<file path="config.mk">
export PLATFORM = sky130hd
export DESIGN_NAME = fir_seq_ctrl_flat
export DESIGN_NICKNAME = d
export VERILOG_FILES = /design/src/rtl/fir_pkg.sv /design/src/rtl/fir_seq_ctrl_if.sv /design/src/rtl/fir_mac_unit.sv /design/src/rtl/fir_seq_ctrl.sv /design/src/flat_wrapper.sv
export SDC_FILE = /design/constraint.sdc
export NUM_CORES = 1
export LEC_CHECK = 0
export ABC_AREA = 1
export CORE_MARGIN = 5
export CORE_UTILIZATION = 30
export DETAILED_ROUTE_END_ITERATION = 10
export DONT_BUFFER_PORTS = 1
export MAX_ROUTING_LAYER = met4
export SLEW_MARGIN = 20
export SYNTH_ARGS = -nofsm -noshare
export SYNTH_HDL_FRONTEND = slang
export SYNTH_SLANG_ARGS = --single-unit
</file>
<file path="constraint.sdc">
create_clock -name clk -period 7.9 [get_ports clk]
set_clock_uncertainty 0.05 [all_clocks]
set_input_delay 0.395 -clock clk [delete_from_list [all_inputs] [get_ports clk]]
set_output_delay 0.395 -clock clk [all_outputs]
set_load 0.005 [all_outputs]
</file>
<file path="src/rtl/fir_pkg.sv">
// Shared types and defaults for the time-multiplexed FIR controller.
package fir_pkg;

  typedef enum logic [1:0] {
    IDLE,
    MAC,
    OUT
  } state_t;

  localparam int DEF_N_TAPS = 4;
  localparam int DEF_DATA_W = 8;
  localparam int DEF_COEF_W = 8;
  localparam int DEF_ACC_W  = 16;

  // Reset coefficient for tap k; callers truncate to their coefficient width.
  function automatic int coef_init(input int k);
    return k + 1;
  endfunction

endpackage

</file>
<file path="src/rtl/fir_seq_ctrl_if.sv">
// Sample-in / result-out streams plus coefficient config port of the FIR controller.
interface fir_seq_ctrl_if
  import fir_pkg::*;
#(
  parameter int N_TAPS = DEF_N_TAPS,
  parameter int DATA_W = DEF_DATA_W,
  parameter int COEF_W = DEF_COEF_W,
  parameter int ACC_W  = DEF_ACC_W
);
  localparam int ADDR_W = $clog2(N_TAPS);

  logic              s_valid;
  logic              s_ready;
  logic [DATA_W-1:0] s_data;
  logic              m_valid;
  logic              m_ready;
  logic [ACC_W-1:0]  m_data;
  logic              cfg_we;
  logic              cfg_ready;
  logic [ADDR_W-1:0] cfg_addr;
  logic [COEF_W-1:0] cfg_data;
  logic              busy;

  // slave is the controller; master is the sample source, result sink and register block.
  modport slave (
    input  s_valid, s_data, m_ready, cfg_we, cfg_addr, cfg_data,
    output s_ready, m_valid, m_data, cfg_ready, busy
  );

  modport master (
    output s_valid, s_data, m_ready, cfg_we, cfg_addr, cfg_data,
    input  s_ready, m_valid, m_data, cfg_ready, busy
  );

endinterface

</file>
<file path="src/rtl/fir_mac_unit.sv">
// Registered signed multiply-accumulate; sum is the value acc takes on an enabled edge.
module fir_mac_unit #(
  parameter int A_W   = 8,
  parameter int B_W   = 8,
  parameter int ACC_W = 16
) (
  input  logic                    clk,
  input  logic                    reset,
  input  logic                    clr,
  input  logic                    en,
  input  logic signed [A_W-1:0]   a,
  input  logic signed [B_W-1:0]   b,
  output logic signed [ACC_W-1:0] sum
);
  localparam int P_W = A_W + B_W;

  logic signed [P_W-1:0]   prod;
  logic signed [ACC_W-1:0] acc_reg;

  assign prod = a * b;
  // Sign-extended product, two's-complement wrap on overflow.
  assign sum  = acc_reg + ACC_W'(prod);

  always_ff @(posedge clk or posedge reset) begin
    if (reset) begin
      acc_reg <= '0;
    end else if (clr) begin
      acc_reg <= '0;
    end else if (en) begin
      acc_reg <= sum;
    end
  end

endmodule

</file>
<file path="src/rtl/fir_seq_ctrl.sv">
// FIR controller: one shared MAC walks N_TAPS taps per accepted sample, owning
// the delay line and a run-time-writable coefficient bank.
module fir_seq_ctrl
  import fir_pkg::*;
#(
  parameter int N_TAPS = DEF_N_TAPS,
  parameter int DATA_W = DEF_DATA_W,
  parameter int COEF_W = DEF_COEF_W,
  parameter int ACC_W  = DEF_ACC_W
) (
  input logic           clk,
  input logic           reset,
  fir_seq_ctrl_if.slave bus
);
  localparam int ADDR_W = $clog2(N_TAPS);
  localparam logic [ADDR_W-1:0] LAST_TAP = ADDR_W'(N_TAPS - 1);

  state_t                  state_reg;
  logic [ADDR_W-1:0]       k_reg;
  logic [ACC_W-1:0]        m_data_reg;
  logic                    m_valid_reg;
  logic                    busy_reg;
  logic signed [DATA_W-1:0] x_reg [N_TAPS];
  logic signed [COEF_W-1:0] h_reg [N_TAPS];

  logic                    idle_ready;
  logic                    accept;
  logic                    cfg_take;
  logic [N_TAPS-1:0]       h_we;
  logic signed [ACC_W-1:0] mac_sum;

  assign idle_ready = (state_reg == IDLE) && !reset;
  assign accept     = idle_ready && bus.s_valid;
  assign cfg_take   = idle_ready && bus.cfg_we;

  // Out-of-range addresses match no tap and are therefore ignored.
  for (genvar gi = 0; gi < N_TAPS; gi++) begin : g_coef_we
    assign h_we[gi] = cfg_take && (bus.cfg_addr == ADDR_W'(gi));
  end

  always_ff @(posedge clk or posedge reset) begin
    if (reset) begin
      for (int i = 0; i < N_TAPS; i++) begin
        x_reg[i] <= '0;
        h_reg[i] <= COEF_W'(coef_init(i));
      end
    end else begin
      if (accept) begin
        x_reg[0] <= $signed(bus.s_data);
        for (int i = 1; i < N_TAPS; i++) begin
          x_reg[i] <= x_reg[i-1];
        end
      end
      for (int i = 0; i < N_TAPS; i++) begin
        if (h_we[i]) begin
          h_reg[i] <= $signed(bus.cfg_data);
        end
      end
    end
  end

  fir_mac_unit #(
    .A_W   (DATA_W),
    .B_W   (COEF_W),
    .ACC_W (ACC_W)
  ) u_mac (
    .clk   (clk),
    .reset (reset),
    .clr   (accept),
    .en    (state_reg == MAC),
    .a     (x_reg[k_reg]),
    .b     (h_reg[k_reg]),
    .sum   (mac_sum)
  );

  always_ff @(posedge clk or posedge reset) begin
    if (reset) begin
      state_reg   <= IDLE;
      k_reg       <= '0;
      m_data_reg  <= '0;
      m_valid_reg <= 1'b0;
      busy_reg    <= 1'b0;
    end else begin
      case (state_reg)
        IDLE: begin
          if (accept) begin
            k_reg     <= '0;
            busy_reg  <= 1'b1;
            state_reg <= MAC;
          end
        end
        MAC: begin
          k_reg <= k_reg + 1'b1;
          if (k_reg == LAST_TAP) begin
            m_data_reg  <= mac_sum;
            m_valid_reg <= 1'b1;
            state_reg   <= OUT;
          end
        end
        OUT: begin
          if (bus.m_ready) begin
            m_valid_reg <= 1'b0;
            busy_reg    <= 1'b0;
            state_reg   <= IDLE;
          end
        end
        default: begin
          state_reg <= IDLE;
          busy_reg  <= 1'b0;
        end
      endcase
    end
  end

  assign bus.s_ready   = idle_ready;
  assign bus.cfg_ready = idle_ready;
  assign bus.m_valid   = m_valid_reg;
  assign bus.m_data    = m_data_reg;
  assign bus.busy      = busy_reg;

endmodule

</file>
<file path="src/flat_wrapper.sv">
// flat-port wrapper written by rule: the top's interface ports become plain ports
module fir_seq_ctrl_flat import fir_pkg::*;
#(
  parameter int N_TAPS = DEF_N_TAPS,
  parameter int DATA_W = DEF_DATA_W,
  parameter int COEF_W = DEF_COEF_W,
  parameter int ACC_W  = DEF_ACC_W
)
  (clk, reset, bus_s_valid, bus_s_data, bus_m_ready, bus_cfg_we, bus_cfg_addr, bus_cfg_data, bus_s_ready, bus_m_valid, bus_m_data, bus_cfg_ready, bus_busy);
  fir_seq_ctrl_if #(.N_TAPS(N_TAPS), .DATA_W(DATA_W), .COEF_W(COEF_W), .ACC_W(ACC_W)) bus_i ();
  input logic clk;
  input logic reset;
  input wire logic [$bits(bus_i.s_valid)-1:0] bus_s_valid;
  input wire logic [$bits(bus_i.s_data)-1:0] bus_s_data;
  input wire logic [$bits(bus_i.m_ready)-1:0] bus_m_ready;
  input wire logic [$bits(bus_i.cfg_we)-1:0] bus_cfg_we;
  input wire logic [$bits(bus_i.cfg_addr)-1:0] bus_cfg_addr;
  input wire logic [$bits(bus_i.cfg_data)-1:0] bus_cfg_data;
  output wire logic [$bits(bus_i.s_ready)-1:0] bus_s_ready;
  output wire logic [$bits(bus_i.m_valid)-1:0] bus_m_valid;
  output wire logic [$bits(bus_i.m_data)-1:0] bus_m_data;
  output wire logic [$bits(bus_i.cfg_ready)-1:0] bus_cfg_ready;
  output wire logic [$bits(bus_i.busy)-1:0] bus_busy;
  assign bus_i.s_valid = bus_s_valid;
  assign bus_i.s_data = bus_s_data;
  assign bus_i.m_ready = bus_m_ready;
  assign bus_i.cfg_we = bus_cfg_we;
  assign bus_i.cfg_addr = bus_cfg_addr;
  assign bus_i.cfg_data = bus_cfg_data;
  assign bus_s_ready = bus_i.s_ready;
  assign bus_m_valid = bus_i.m_valid;
  assign bus_m_data = bus_i.m_data;
  assign bus_cfg_ready = bus_i.cfg_ready;
  assign bus_busy = bus_i.busy;
  fir_seq_ctrl #(.N_TAPS(N_TAPS), .DATA_W(DATA_W), .COEF_W(COEF_W), .ACC_W(ACC_W)) u_core (.clk(clk), .reset(reset), .bus(bus_i));
endmodule
</file>
==> reports/metrics.yaml <==
r2r_start: "u_core.k_reg[0]"
cp_common_cell: "fa_1"
reg2reg_depth: 21
routabilityCongestion: 0.892
syn_area_um2: 7510
ys_types: 36
hold_viol: 0
crit_path_start: "u_core.k_reg[0]"
drive_gt1_share_pct: 7.91
hold_depth: 2
synthCells: 850
grt_max_degree: 70
hpwlAfterDp_um: 12600
ios: 43
portBuffers: 0
crit_path_max_fanout: 29
drv_cap: 0
tritoncts: "built"
n_fill_cell: 2548
grt.overflow.total: 0
area_growth_pct: 8.98
wire_per_inst_um: 13.8
dieArea_um2: 28300
routed_wl_um: 16300
fmax_mhz: 154
hold_path_class: "primary input to flop"
maxSlewViolCount: 0
grt_pass1_wl_um: 28500
cts_resized: 0
setup_violations: 0
avgSynthCellArea_um2: 8.84
grt_pass1_vias: 5706
cts_buffer_depth: 2
path_cells: "clkinv_1 > nand2_1 > a32oi_1 > inv_1 > nor2_1 > buf_4 > inv_1 > fa_1 > inv_1 > fa_1 > fa_1 > fa_1 > fa_1 > ha_1 > a21oi_1 > nand2_1 > nand2_1 > o2111ai_1 > nor2_1 > nand3b_1 > nand2_1"
ant_nets: 0
final_cell_mix: "185 x nand2_1, 172 x inv_1, 97 x dfrtp_1"
hold_path_end: "u_core.h_reg[30]"
path_delay_family: "adder cells"
critPathLaunchType: "flop"
layout_commonest_cell: "nand2_1"
min-delay-start: "bus_cfg_data[6]"
syn_nets: 982
die_x_um: 168
antenna_found_initial: 0
cp_slowest_cell: "dfrtp_1"
timing.critical_path.slowest_cell_delay_ps: 910
status: "completed"
worst_pin_slew_ps: 1000
start_util_pct: 30.2
fp-row-count: 58
first_pass_iters: 5
critPathRequiredTime_ps: 8100
clkSinkCount: 102
fin_crit_sh_pct: 82.1
yosysSeqAreaShare_pct: 34.1
dr_total_vias: 5402
drtIter0Drc: 425
fin_crit_ps: 6490
yosysWarnings: 0
diodes: 0
grt_use_total_pct: 12.7
clk_transition_reported_paths_ps: 80
core-area_um2: 24900
clockRootBuffer: "clkbuf_16"
crit_buf_inv: 5
ys_ff_latch: 102
slew_headroom_pct: 32.9
clock_latency_ps: 360
crit_path_end_kind: "flop"
ff2ff_setup_slack_ps: 1410
path_class: "flop to flop"
fin_nets: 975
worstPathArrival_ps: 6690
finalSetupTns_ps: 0
cts_made_buffers: 9
detail_route.drc_violations: 0
viasPerCell: 4.59
rr_endpoint: "u_core.u_mac.acc_reg[12]"
htree_levels: 3
die_h_um: 168
rsz0062_at_grt: "no"
==> cells in the mapped netlist, drive strengths merged <==
cell     count  share of area, %
nand2      187               9.4
inv        174               8.7
dfrtp       97                32
nor2        77               3.9
fa          71                19
o21ai       41               2.7
ha          38               6.3
a21oi       37               2.5
mux2        26               3.9
nand3       23               1.5
buf         15               1.1
a32oi       13               2.2
clkbuf       8              0.40
nand3b       6              0.60
nor3         6               1.1
dfstp        5               1.7
o22ai        5              0.42
xnor2        4              0.47
a211oi       3              0.30
a21o         3              0.30
o21bai       3              0.30
a31oi        2              0.17
or2          2              0.17
clkinv       1             0.050
nand4        1             0.083
o2111ai      1              0.12
xor2         1              0.12
==> routing by layer <==
| layer | wire, um | track usage, % |
|---|---|---|
| met5 | 0 | - |
| met4 | 271 | 3.53 |
| met3 | 836 | 2.79 |
| met2 | 7750 | 20.1 |
| met1 | 7400 | 16.4 |
==> through the flow <==
stage	instance area [um2]	setup slack [ps]	hold slack [ps]	util, %	std cells
2_1_floorplan	7510	2150	403	-	850
3_3_place_gp	7850	1600	259	31.5	1161
3_5_place_dp	7850	1460	268	31.5	1161
4_1_cts	8180	1450	100	32.9	1177
5_1_grt	8190	910	110	32.9	1177
6_report	8190	1410	113	32.9	1177
==> area by class of cell <==
cell class                      instances  area (um2)  area share (%)
Clock inverter                          6         100            1.22
Clock buffer                            9         225            2.75
Tap cell                              330         413            5.04
Sequential cell                       102        2560            31.3
Multi-Input combinational cell        550        4190            51.2
Inverter                              175         659            8.06
Timing Repair Buffer                    5        40.0           0.489
==> logic make-up after synthesis <==
logic type / count (synthesis) / share of synthesized area [%]
xor gates and xnor gates: 5 / 0.583
and+or+nand+nor: 302 / 16.9
buffers and inverters: 198 / 10.3
DFF: 102 / 34.1
muxes: 26 / 3.90
adders and majority gates: 109 / 25.3
AOI/OAI and AO/OA: 108 / 9.01
==> worst max-delay path by stage <==
| stage | end | slack, ps | depth (start not counted) |
|---|---|---|---|
| after floorplan | u_core.u_mac.acc_reg[13] | 2150 | 22 |
| after detailed placement | u_core.u_mac.acc_reg[13] | 1460 | 22 |
| after global placement | u_core.u_mac.acc_reg[13] | 1600 | 22 |
| final | u_core.u_mac.acc_reg[12] | 1410 | 21 |
| after global routing | u_core.u_mac.acc_reg[13] | 910 | 22 |
| after CTS | u_core.u_mac.acc_reg[13] | 1450 | 22 |
==> repair_timing <==
action                                 4_1_cts  5_1_grt
buffers inserted                             0        0
hold buffers                                 1        0
endpoints found under the hold margin       33        0
==> worst register-to-register path: cells and delay by family, from the launching register on <==
| kind | cells | cell delay (ps) |
|---|---|---|
| fa+ha+maj | 6 | 2690 |
| buf+inv | 5 | 1320 |
| flops | 1 | 910 |
| simple gates | 7 | 880 |
| compound gates | 3 | 560 |
Power is left out: the tool's default activity adds up to more than one toggle a clock period on the data nets, which glitch-free logic cannot reach.
